--- config.mk ---
export PLATFORM = sky130hd
export DESIGN_NAME = cs_final_adder
export DESIGN_NICKNAME = d
export VERILOG_FILES = /design/src/rtl/cs_adder_pkg.sv /design/src/rtl/cs_final_adder_prefix_gp_cell.sv /design/src/rtl/cs_final_adder.sv
export SDC_FILE = /design/constraint.sdc
export NUM_CORES = 1
export LEC_CHECK = 0
export ABC_AREA = 1
export CAP_MARGIN = 5
export CORE_MARGIN = 3
export CORE_UTILIZATION = 35
export DETAILED_ROUTE_END_ITERATION = 16
export GPL_TIMING_DRIVEN = 0
export PLACE_DENSITY = 0.52
export RECOVER_POWER = 100
export SLEW_MARGIN = 5
export SYNTH_ARGS = -nofsm -noshare
export SYNTH_HDL_FRONTEND = slang
export SYNTH_HIERARCHICAL = 1
export SYNTH_SLANG_ARGS = --single-unit
--- constraint.sdc ---
create_clock -name clk -period 1.38 [get_ports clk]
set_input_delay 0.207 -clock clk [delete_from_list [all_inputs] [get_ports clk]]
set_output_delay 0.207 -clock clk [all_outputs]
set_load 0.02 [all_outputs]
--- src/rtl/cs_adder_pkg.sv ---
// Shared types and elaboration helpers for the carry-save final adder.
package cs_adder_pkg;

  typedef struct packed {
    logic g;
    logic p;
  } gp_t;

  localparam int DEF_WIDTH = 64;
  localparam int DEF_LPS   = 2;

  function automatic int clog2(input int value);
    int r;
    r = 0;
    for (int i = 0; i < 31; i++) begin
      if ((1 << i) < value) r = i + 1;
    end
    return r;
  endfunction

  // Pipeline stage count N = ceil(L / levels_per_stage).
  function automatic int num_stages(input int width, input int lps);
    return (clog2(width) + lps - 1) / lps;
  endfunction

endpackage

--- src/rtl/cs_final_adder_prefix_gp_cell.sv ---
// Generic Kogge-Stone prefix node: merges a high (G,P) group with the adjacent low group.
module prefix_gp_cell (
  input  logic gh,
  input  logic ph,
  input  logic gl,
  input  logic pl,
  output logic g,
  output logic p
);

  assign g = gh | (ph & gl);
  assign p = ph & pl;

endmodule

--- src/rtl/cs_final_adder.sv ---
// Pipelined Kogge-Stone carry-propagate adder resolving a carry-save pair, valid/ready on both sides.
// Optional subtract mode (in_sub port) enabled by defining CS_FINAL_ADDER_SUB_EN.
module cs_final_adder
  import cs_adder_pkg::*;
#(
  parameter int WIDTH            = DEF_WIDTH,
  parameter int LEVELS_PER_STAGE = DEF_LPS
) (
  input  logic             clk,
  input  logic             rst_n,
  input  logic             in_valid,
  output logic             in_ready,
  input  logic [WIDTH-1:0] in_a,
  input  logic [WIDTH-1:0] in_b,
`ifdef CS_FINAL_ADDER_SUB_EN
  input  logic             in_sub,
`endif
  input  logic             in_cin,
  output logic             out_valid,
  input  logic             out_ready,
  output logic [WIDTH-1:0] out_sum,
  output logic             out_cout
);

  localparam int L  = clog2(WIDTH);
  localparam int N  = num_stages(WIDTH, LEVELS_PER_STAGE);
  localparam int NM = (N > 1) ? N - 1 : 1;

  logic [N:0]       v_q, v_d, adv;
  logic [WIDTH-1:0] a_q, a_d, b_q, b_d;
  logic             cin_q, cin_d;
`ifdef CS_FINAL_ADDER_SUB_EN
  logic             sub_q, sub_d;
`endif

  gp_t  [WIDTH-1:0] rgp_q [0:NM-1];
  gp_t  [WIDTH-1:0] rgp_d [0:NM-1];
  logic [WIDTH-1:0] rpo_q [0:NM-1];
  logic [WIDTH-1:0] rpo_d [0:NM-1];
  logic             rcin_q [0:NM-1];
  logic             rcin_d [0:NM-1];
  logic [WIDTH-1:0] sum_q, sum_d;
  logic             cout_q, cout_d;

  logic [WIDTH-1:0] b_eff, p0, g_fin, sum_nxt;
  logic             cin_eff, cout_nxt;
  gp_t  [WIDTH-1:0] gp0;
  gp_t  [WIDTH-1:0] lv_in  [0:N-1];
  gp_t  [WIDTH-1:0] lv_out [0:N-1];
  logic [WIDTH-1:0] po_in  [0:N-1];
  logic             cin_in [0:N-1];

  // Handshake: a register may load when it, or everything downstream of it, can drain.
  always_comb begin
    logic full;
    full = 1'b1;
    for (int k = N; k >= 0; k--) begin
      full   = full & v_q[k];
      adv[k] = ~full | out_ready;
    end
  end

  assign in_ready  = rst_n & adv[0];
  assign out_valid = v_q[N];
  assign out_sum   = sum_q;
  assign out_cout  = cout_q;

  always_comb begin
    v_d = v_q;
    if (adv[0]) v_d[0] = in_valid;
    for (int k = 1; k <= N; k++) begin
      if (adv[k]) v_d[k] = v_q[k-1];
    end
  end

  // R0 -> stage 0: bitwise generate/propagate; cin folded into bit 0 as g[-1].
  always_comb begin
    b_eff   = b_q;
    cin_eff = cin_q;
`ifdef CS_FINAL_ADDER_SUB_EN
    if (sub_q) begin
      b_eff   = ~b_q;
      cin_eff = 1'b1;
    end
`endif
    p0 = a_q ^ b_eff;
    for (int i = 0; i < WIDTH; i++) begin
      gp0[i].g = a_q[i] & b_eff[i];
      gp0[i].p = p0[i];
    end
    gp0[0].g = gp0[0].g | (p0[0] & cin_eff);
  end

  always_comb begin
    lv_in[0]  = gp0;
    po_in[0]  = p0;
    cin_in[0] = cin_eff;
    for (int k = 1; k < N; k++) begin
      lv_in[k]  = rgp_q[k-1];
      po_in[k]  = rpo_q[k-1];
      cin_in[k] = rcin_q[k-1];
    end
  end

  for (genvar k = 0; k < N; k++) begin : g_stage
    localparam int J0 = k * LEVELS_PER_STAGE;
    localparam int NL = (L - J0 < LEVELS_PER_STAGE) ? (L - J0) : LEVELS_PER_STAGE;
    gp_t [WIDTH-1:0] lv [0:NL];

    assign lv[0] = lv_in[k];
    for (genvar i = 0; i < NL; i++) begin : g_level
      localparam int D = 1 << (J0 + i);
      for (genvar b = 0; b < WIDTH; b++) begin : g_bit
        if (b >= D) begin : g_node
          prefix_gp_cell u_cell (
            .gh (lv[i][b].g),
            .ph (lv[i][b].p),
            .gl (lv[i][b-D].g),
            .pl (lv[i][b-D].p),
            .g  (lv[i+1][b].g),
            .p  (lv[i+1][b].p)
          );
        end else begin : g_pass
          assign lv[i+1][b] = lv[i][b];
        end
      end
    end
    assign lv_out[k] = lv[NL];
  end

  // Last stage -> RN: carry into bit i is the group generate of bits i-1..0.
  always_comb begin
    for (int i = 0; i < WIDTH; i++) g_fin[i] = lv_out[N-1][i].g;
    sum_nxt  = po_in[N-1] ^ {g_fin[WIDTH-2:0], cin_in[N-1]};
    cout_nxt = g_fin[WIDTH-1];
  end

  always_comb begin
    a_d   = adv[0] ? in_a   : a_q;
    b_d   = adv[0] ? in_b   : b_q;
    cin_d = adv[0] ? in_cin : cin_q;
`ifdef CS_FINAL_ADDER_SUB_EN
    sub_d = adv[0] ? in_sub : sub_q;
`endif
    for (int k = 0; k < NM; k++) begin
      rgp_d[k]  = rgp_q[k];
      rpo_d[k]  = rpo_q[k];
      rcin_d[k] = rcin_q[k];
    end
    for (int k = 0; k < N - 1; k++) begin
      if (adv[k+1]) begin
        rgp_d[k]  = lv_out[k];
        rpo_d[k]  = po_in[k];
        rcin_d[k] = cin_in[k];
      end
    end
    sum_d  = adv[N] ? sum_nxt  : sum_q;
    cout_d = adv[N] ? cout_nxt : cout_q;
  end

  always_ff @(posedge clk) begin
    if (!rst_n) begin
      v_q    <= '0;
      a_q    <= '0;
      b_q    <= '0;
      cin_q  <= 1'b0;
`ifdef CS_FINAL_ADDER_SUB_EN
      sub_q  <= 1'b0;
`endif
      for (int k = 0; k < NM; k++) begin
        rgp_q[k]  <= '0;
        rpo_q[k]  <= '0;
        rcin_q[k] <= 1'b0;
      end
      sum_q  <= '0;
      cout_q <= 1'b0;
    end else begin
      v_q    <= v_d;
      a_q    <= a_d;
      b_q    <= b_d;
      cin_q  <= cin_d;
`ifdef CS_FINAL_ADDER_SUB_EN
      sub_q  <= sub_d;
`endif
      for (int k = 0; k < NM; k++) begin
        rgp_q[k]  <= rgp_d[k];
        rpo_q[k]  <= rpo_d[k];
        rcin_q[k] <= rcin_d[k];
      end
      sum_q  <= sum_d;
      cout_q <= cout_d;
    end
  end

endmodule

==> metrics.cfg <==
[placed_design]
place_ws_ns=-1.38
gp_congestion=0.902
detailed_place.area_mm2=0.0306
dp.final_hpwl_um=79400
io_buffers=198

[layout]
drive_above_1_share_pct=17.0
ff_latch_area_mm2=0.0113
multi_input_area_mm2=0.0149
fillers=7917
syn2layout_area_growth_pct=39.5
final_cell_area_mm2=0.0382
nNetsFinal=4843
postLayoutCoreUtil_pct=49.7
mostFrequentLayoutCells=1,028 x nand2_1, 783 x nor2_1, 710 x inv_1
final_common_cell=nand2_1

[detailed_routing]
ant_nets=0
wl_per_cell_um=18.5
drt-total-wl_um=106000
dr_total_vias=26800
routed_via_density=4.69
firstDrtPassIters=6
drtIter0Drc=1802
drcViolationCount=0

[sta]
hold_viol_final=0
slew_viol_final=0
clock-skew-final_ns=0.0227
clock.fmax_ghz=0.521
worstMarginPinSlew_ns=1.19
rsz0062_at_grt=true
setup_ws_ns=-0.539
setup_violations=451
max_slew_margin_pct=20.9
period_needed_ns=1.92
fin_crit_sh_pct=139

[floorplan]
dieArea_mm2=0.0816
die_w_um=286
pin_count=200
core_area_mm2=0.0767
die_h_um=286
start_util_pct=35.7
rows=101

[pwr]
power.leakage_nw=18.6
vdd_ir_drop_max_mv=0.794
p_per_area_mw_per_mm2=1040

[grt]
antenna_found_initial=1
grt_pass1_vias=25300
grt_use_total_pct=25.2
grt_max_degree=14
grt_overflow=0
grt_first_pass_wirelength_um=155000

[clock_network]
cts_tree=built
cts_root_buffer=clkbuf_16
cts_max_level=3
path_clk_slew_ns=0.06
cts_hold_buf=0
cts.sinks=564
clk_latency_ns=0.60
cts_made_buffers=66
clk_path_buf_depth=3

[synth]
synth_nets=4482
yosysWarnings=6
synthCells=4285
syn_area_mm2=0.0274
synth.avg_cell_area_um2=6.38

[setup_path]
reg2reg_depth=9
worstPathArrival_ns=1.71
path_max_fanout=2
path_class=reg -> out
endpoint_kind=output port
worst_ep_required_time_ns=1.17
start_kind=register

[outcome]
failed_checks=setup timing
status=finished with violations

[flow_run]
maxCapViolations=0

[worst_hold_path]
hold_path_depth=3
hold_class=in -> reg

==> report_power, final <==
| group | leakage (nW) | total (mW) | switching [mW] | internal [mW] |
|---|---|---|---|---|
| sequential | 4.62 | 17.6 | 0.609 | 16.9 |
| clock | 1.11 | 18.2 | 7.05 | 11.1 |
| combinational | 12.8 | 3.91 | 2.36 | 1.55 |
==> worst max-delay path, cell delays in order (launching register included) <==
cell,delay (ns)
dfxtp_2,0.36
nand4_4,0.12
nor2_4,0.22
buf_8,0.16
buf_6,0.09
nor2_2,0.03
buf_6,0.13
==> sequential cells by signal, indices dropped and copies added (netlist names) <==
register and flops:
rpo_q 128, b_eff 64, a_q 64, rgp_q 236
rcin_q 2, out_sum 64, cin_eff 1, v_q 4
out_cout 1
==> metal layers <==
layer / global-route usage, % / share of wire, %
met5: 0 / 0
met4: 8.58 / 3.4
met3: 2.94 / 5.2
met2: 40.6 / 45
met1: 34.9 / 46
==> layout make-up <==
cell class | instances | area share (%)
Multi-Input combinational cell | 2787 | 39.0
Sequential cell | 564 | 29.7
Timing Repair Buffer | 301 | 9.65
Inverter | 715 | 7.12
Buffer | 211 | 5.32
Clock buffer | 95 | 5.31
Tap cell | 1030 | 3.38
Clock inverter | 16 | 0.577
Antenna cell | 1 | 0.00656
==> final timing paths <==
check / start / slack, ns / endpoint
max: v_q[1]$_SDFFE_PN0P_ / -0.54 / in_ready
min: in_b[31] / 0.19 / b_eff[31]$_SDFFE_PN0P_
max reg2reg: v_q[2]$_SDFFE_PN0P_ / -0.36 / rgp_q[0][243]$_SDFFE_PN0P_
min reg2reg: rgp_q[0][125]$_SDFFE_PN0P_ / 0.50 / rgp_q[0][125]$_SDFFE_PN0P_
==> per-stage QoR <==
stage	instances	hold slack (ns)	power, mW	TNS (ns)
floorplan	4285	0.328	19.7	0
global placement	5513	0.464	21.3	-414.40
detailed placement	5513	0.471	21.3	-415.45
CTS	5711	0.158	39.7	-122.96
global route	5719	0.191	41.0	-105.71
finish	5720	0.192	39.6	-85.32
==> timing repair <==
| item | in CTS | in global routing |
|---|---|---|
| gates resized for setup | 1170 | 344 |
| endpoints found under the setup margin | 631 | 571 |
| gates cloned | 41 | 16 |
| setup buffers | 47 | 19 |
| pin swaps | 74 | 149 |
| hold endpoints to repair | 0 | 0 |
Power figures use the tool's default switching activity.
